**src/rtl/mem_seq.sv**
```systemverilog
// Memory bus sequencer: turns held CPU read/write requests into single bus cycles and returns read data to MD.
// Optional BUSY watchdog enabled by defining MEM_SEQ_TIMEOUT_EN.
module mem_seq #(
   parameter int TIMEOUT_CYCLES = 255
) (
   input  logic        clk,
   input  logic        reset,
   input  logic        mem_rd_req,
   input  logic        mem_wr_req,
   input  logic [21:0] pma,
   input  logic [31:0] md,
   input  logic        srcmd,
   output logic        mem_req,
   output logic        mem_write,
   output logic [21:0] mem_addr,
   output logic [31:0] mem_wdata,
   input  logic        mem_ack,
   input  logic [31:0] mem_rdata,
   output logic [31:0] mds,
   output logic        loadmd,
   output logic        memrq,
   output logic        memwait,
   output logic        mem_timeout,
   output logic [1:0]  state_dbg
);

   typedef enum logic [1:0] {
      IDLE = 2'd0,
      BUSY = 2'd1,
      LOAD = 2'd2
   } state_t;

   state_t state, state_nxt;
   logic   accept;
   logic   timeout_hit;

   // Handshake: a CPU request is a level held until accepted; acceptance happens only on a
   // clock edge in IDLE (write wins). The bus side holds mem_req until the edge that samples mem_ack.
   always_comb begin
      state_nxt = state;
      accept    = 1'b0;
      case (state)
         IDLE: begin
            if (mem_wr_req || mem_rd_req) begin
               accept    = 1'b1;
               state_nxt = BUSY;
            end
         end
         BUSY: begin
            if (mem_ack || timeout_hit)
               state_nxt = mem_write ? IDLE : LOAD;
         end
         LOAD:    state_nxt = IDLE;
         default: state_nxt = IDLE;
      endcase
   end

   always_ff @(posedge clk or negedge reset) begin
      if (!reset) state <= IDLE;
      else        state <= state_nxt;
   end

   always_ff @(posedge clk or negedge reset) begin
      if (!reset) begin
         mem_write <= 1'b0;
         mem_addr  <= '0;
         mem_wdata <= '0;
         mds       <= '0;
      end else begin
         if (accept) begin
            mem_addr  <= pma;
            mem_write <= mem_wr_req;
            if (mem_wr_req) mem_wdata <= md;
         end
         if (state == BUSY && !mem_write) begin
            if (mem_ack)          mds <= mem_rdata;
            else if (timeout_hit) mds <= 32'hFFFF_FFFF;
         end
      end
   end

`ifdef MEM_SEQ_TIMEOUT_EN
   localparam logic [7:0] TIMEOUT_LAST = 8'(TIMEOUT_CYCLES - 1);

   logic [7:0] to_cnt;
   logic       to_flag;

   // Abort on the edge that would otherwise start BUSY cycle TIMEOUT_CYCLES+1; a coincident ack wins.
   assign timeout_hit = (state == BUSY) && !mem_ack && (to_cnt == TIMEOUT_LAST);

   always_ff @(posedge clk or negedge reset) begin
      if (!reset) begin
         to_cnt  <= '0;
         to_flag <= 1'b0;
      end else begin
         if (accept)
            to_cnt <= '0;
         else if (state == BUSY && !mem_ack)
            to_cnt <= to_cnt + 8'd1;
         if (accept)           to_flag <= 1'b0;
         else if (timeout_hit) to_flag <= 1'b1;
      end
   end

   assign mem_timeout = to_flag;
`else
   assign timeout_hit = 1'b0;
   assign mem_timeout = 1'b0;
`endif

   assign mem_req   = (state == BUSY);
   assign loadmd    = (state == LOAD);
   assign memrq     = (state == BUSY || state == LOAD) && !mem_write;
   assign memwait   = (state != IDLE) &&
                      (mem_rd_req || mem_wr_req || (srcmd && state == BUSY && !mem_write));
   assign state_dbg = state;

endmodule

```
**config.mk**
```make
export PLATFORM = sky130hd
export DESIGN_NAME = mem_seq
export DESIGN_NICKNAME = d
export VERILOG_FILES = /design/src/rtl/mem_seq.sv
export SDC_FILE = /design/constraint.sdc
export NUM_CORES = 1
export LEC_CHECK = 0
export BUFFER_PORTS_ARGS = -buffer_cell sky130_fd_sc_hd__buf_2
export CAP_MARGIN = 20
export CORE_MARGIN = 1.5
export CORE_UTILIZATION = 47
export CTS_BUF_LIST = sky130_fd_sc_hd__clkbuf_4 sky130_fd_sc_hd__clkbuf_8
export DETAILED_ROUTE_END_ITERATION = 10
export PLACE_DENSITY_LB_ADDON = 0.12
export RECOVER_POWER = 25
export SLEW_MARGIN = 40
export SYNTH_ARGS = -nofsm -noshare
export SYNTH_HDL_FRONTEND = slang
export SYNTH_SLANG_ARGS = --single-unit
```
**constraint.sdc**
```tcl
create_clock -name clk -period 2 [get_ports clk]
set_clock_uncertainty 0.1 [all_clocks]
set_input_delay 0.1 -clock clk [delete_from_list [all_inputs] [get_ports clk]]
set_output_delay 0.1 -clock clk [all_outputs]
set_load 0.02 [all_outputs]
```
# == Yosys cells after proc, flatten, opt, wreduce, memory -nomap -nowiden ==
# Cells that the tools add are included.
# totals
in_bits,92
ff_bits,89
word_cells,29
# op_classes
reduce_logical,14
eq_ne,4
muxes,6
# ops
operator,n
two-way mux 2 bit,3
AND reduction 2 bit,3
logical AND 1 bit,5
one-hot mux 2 bit (2 select lines),1
logical OR 1 bit,3
equality test 2 x 1 -> 1 bit (second input constant),1
equality test 2 bit (second input constant),1
logical NOT 2 bit,1
two-way mux 1 bit,2
!= test 2 x 1 -> 1 bit (second input constant),1
!= test 2 bit (second input constant),1
nonzero test 2 bit,1
logical NOT 1 bit,1

# == Depth between registers and ports, before layout ==
# depth
ltp_word,5
mapped_depth,6

# == Least setup slack after synthesis ==
# No wires, ideal clock.
# synth_path
kind,register to register
start,reg state[1] (netlist: state_dbg[1])
end,reg mds[10]
synth_period_minus_slack_ps,1852
setup_ps,125
required_ps,1775
stages_incl_launch_ff,7
path_slack_ps,148
t_arrival_ps,1627
cell_sequence,dfrtp_1 -> inv_1 -> ha_1 -> nor2b_2 -> nand2_2 -> buf_6 -> mux2_2
# synth_via
elab_chain_len,3
# synth_lines
item,line,source
"start, declared",33,"state_t state, state_nxt;"
"start signal, assigned",60,else state <= state_nxt;
equality test 2 x 1 -> 1 bit,--,
named net mem_req,13,"output logic mem_req,"
logical AND 1 bit,75,if (state == BUSY && !mem_write) begin
AND reduction 2 bit (no line),--,
"end signal, assigned",76,if (mem_ack) mds <= mem_rdata;
"end, declared",19,"output logic [31:0] mds,"
# The timed path passes the listed nets, and every way through them passes these cells.
# A chain may end at the register's enable or synchronous reset.

# == Worst setup path in the final report ==
# layout_path
start,reg state[1] (netlist: state_dbg[1])
end,out memwait
# layout_via
elab_chain_len,5
elab_cells_between_ends,6
# layout_lines
item,line,source
equality test 2 x 1 -> 1 bit,115,(mem_rd_req || mem_wr_req || (srcmd && state == BUSY && !mem_write));
logical AND 1 bit (2 in series),115,
logical OR 1 bit,115,
logical AND 1 bit (*),114,assign memwait = (state != IDLE) &&
"end, declared",22,"output logic memwait,"
# Every way passes the cells marked *; elsewhere a longest branch is shown, timed or not.

==> flow_metrics.py <==
metrics = {
    "run_status": {
        "outcome": "finished clean",
    },
    "global_route": {
        "grt_pass1_vias": 3012,
        "grt_max_degree": 48,
        "grtUsageTotal_pct": 22.7,
        "antenna_found_initial": 0,
        "grt_pass1_wl_microns": 14700,
        "grt-ovfl-total": 0,
    },
    "final_layout": {
        "layout_commonest_cell": "buf_2",
        "post-route-util_pct": 77.3,
        "final_cell_mix": "buf_2 (158), dfrtp_1 (89), dlygate4sd3_1 (87)",
        "syn2layout_area_growth_pct": 57.0,
        "antenna_cells": 0,
        "nFillCells": 489,
        "drive_above_1_share_pct": 55.2,
        "nNetsFinal": 579,
        "final_area_sq_um": 5690,
    },
    "power": {
        "ir_worst_vdd_mv": 1.24,
        "leakage_nw": 2.87,
        "powerDensity_nw_per_um2": 1590,
    },
    "setup_path": {
        "reg2reg_setup_slack_ns": 0.21,
        "path_cells": "inv_1 > ha_1 > nor2b_2 > nand2_1 > a21oi_1 > buf_2",
        "crit_family": "flip-flops",
        "slowest_delay_ns": 0.41,
        "cp.arrival_ns": 1.67,
        "cp_max_fo": 4,
        "start_kind": "register",
        "worst-path-buf-inv": 2,
        "rr_startpoint": "state_dbg[0]",
        "rr_worst_depth": 5,
        "cp_slowest_cell": "dfrtp_1",
        "crit_required_ns": 1.80,
        "critical_path_class": "register to output pin",
        "r2r_end": "mem_addr[9]",
        "endpoint_kind": "output pin",
    },
    "route": {
        "drtPass1Iterations": 4,
        "drc": 0,
        "antenna_left": 0,
        "wl_per_cell_microns": 15.6,
        "avgViaCountPerCell": 4.56,
        "first_iter_violations": 32,
        "via_count": 2684,
        "wl_microns": 9180,
    },
    "sta": {
        "period_needed_ns": 1.87,
        "relSlewSlack_pct": 30.5,
        "fin_crit_sh_pct": 93.5,
        "finalSetupViolations": 0,
        "rsz0062_at_grt": "false",
        "whs_ns": 0.0278,
        "fin_setup_tns_ns": 0,
        "maxSlewViolCount": 0,
        "worst_pin_slew_ns": 1.04,
        "fmax_mhz": 535,
        "hold_violations": 0,
    },
    "cts": {
        "cts_tree": "built",
        "cts.clk_slew.worst_paths_ns": 0.08,
        "numCtsBuffers": 9,
        "postCtsSetupBuffers": 0,
        "clk_latency_ns": 0.34,
        "h-tree-depth": 3,
        "cts-resized-gates": 0,
        "max-clock-path-buffers": 2,
        "clock_sink_count": 89,
        "root_buffer": "clkbuf_8",
    },
    "synth": {
        "synth_area_per_cell_sq_um": 17.6,
        "ys_types": 19,
        "ys_seq_area_share_pct": 61.4,
        "netlist_instances": 206,
        "ys_ff_latch": 89,
        "syn-num-nets": 301,
        "synth_warnings": 0,
        "syn-cell-area_sq_um": 3630,
    },
    "die": {
        "die_w_microns": 90.9,
        "coreArea_sq_um": 7370,
        "io-pin-count": 186,
        "start_util_pct": 49.2,
        "die-height_microns": 90.9,
        "die_area_sq_um": 8250,
        "row_count": 31,
    },
    "place": {
        "dp_hpwl_microns": 5980,
        "numPortBuffers": 184,
        "gp_congestion": 0.789,
        "placed_area_sq_um": 4670,
    },
    "min_path": {
        "worstHoldPathCells": 3,
        "min_path_type": "primary input to register",
        "min_from": "mem_wr_req",
        "hold-path-endpoint": "mem_write",
    },
    "run": {
        "drv_cap": 0,
    },
}
## cell type report
type / instances / area, sq um / area share (%)
clock inverter: 5 / 40.0 / 0.703
timing repair buffer: 276 / 1860 / 32.6
clock buffer: 11 / 145 / 2.55
inverter: 2 / 7.51 / 0.132
tap: 99 / 124 / 2.18
sequential: 89 / 2230 / 39.1
multi-input combinational: 106 / 1290 / 22.7
## worst max-delay path by stage
| stage | start | endpoint | slack, ns | cells past startpoint |
|---|---|---|---|---|
| floorplan | state_dbg[1] | mds[10] | 0.15 | 6 |
| global placement | state_dbg[0] | mem_addr[1] | 0.29 | 4 |
| detailed placement | state_dbg[0] | mem_addr[5] | 0.20 | 5 |
| CTS | state_dbg[1] | memwait | 0.08 | 6 |
| global route | state_dbg[1] | memwait | 0.03 | 6 |
| finish | state_dbg[1] | memwait | 0.13 | 6 |
## sequential cells by signal, indices dropped and copies added (netlist names)
register and flops:
mem_wdata 32, mds 32, mem_addr 22, state_dbg 2, mem_write 1
## power by group
group | switching (W) | total (W) | internal, W | leakage [nW]
logic | 0.00246 | 0.00468 | 0.00222 | 1.73
registers | 0.000529 | 0.00326 | 0.00273 | 1.05
clock network | 0.000618 | 0.00112 | 0.000506 | 0.0856
total | 0.00361 | 0.00906 | 0.00545 | 2.87
## timing repair
action | CTS | global route
hold endpoints to repair | 128 | 0
hold buffers | 87 | 0
endpoints found under the setup margin | 0 | 0
## per-stage QoR
stage | setup slack (ns) | cells | total power, W
after floorplan | 0.148 | 206 | 0.00639
after global placement | 0.287 | 484 | 0.00769
after detailed placement | 0.204 | 485 | 0.00786
after CTS | 0.0848 | 588 | 0.00914
after global routing | 0.0296 | 588 | 0.00953
final | 0.129 | 588 | 0.00906
## metal layers
layer / routed length, microns / vias to the layer above / track usage (%)
li1: - / 1269 / -
met1: 3730 / 1278 / 26.6
met2: 4710 / 125 / 41.0
met3: 622 / 12 / 5.30
met4: 118 / 0 / 7.16
met5: 0 / - / 0
## cell usage after synthesis
library cell / count / area share, %
a21oi_1: 1 / 0.14
buf_4: 1 / 0.21
buf_6: 8 / 2.5
conb_1: 1 / 0.10
dfrtp_1: 89 / 61
ha_1: 3 / 1.0
inv_1: 2 / 0.21
mux2_2: 38 / 12
mux2_4: 48 / 20
nand2_1: 3 / 0.31
nand2_2: 1 / 0.17
nand2_4: 1 / 0.31
nor2_1: 1 / 0.10
nor2b_1: 2 / 0.34
nor2b_2: 1 / 0.24
nor3b_1: 1 / 0.21
o21a_1: 1 / 0.21
o21ai_0: 3 / 0.41
o21ai_4: 1 / 0.45
## worst min-delay path: stages
cell     delay [ns]
buf_2          0.15
nand2_4        0.12
nand2_1        0.06
## cells by family after synthesis
logic type | share of synthesized area (%)
compound gates | 1.21
buf+inv | 2.90
other cells | 0.103
mux | 31.7
fa+ha+maj | 1.03
simple gates | 1.69
flops | 61.4
(Power assumes the default switching activity.)
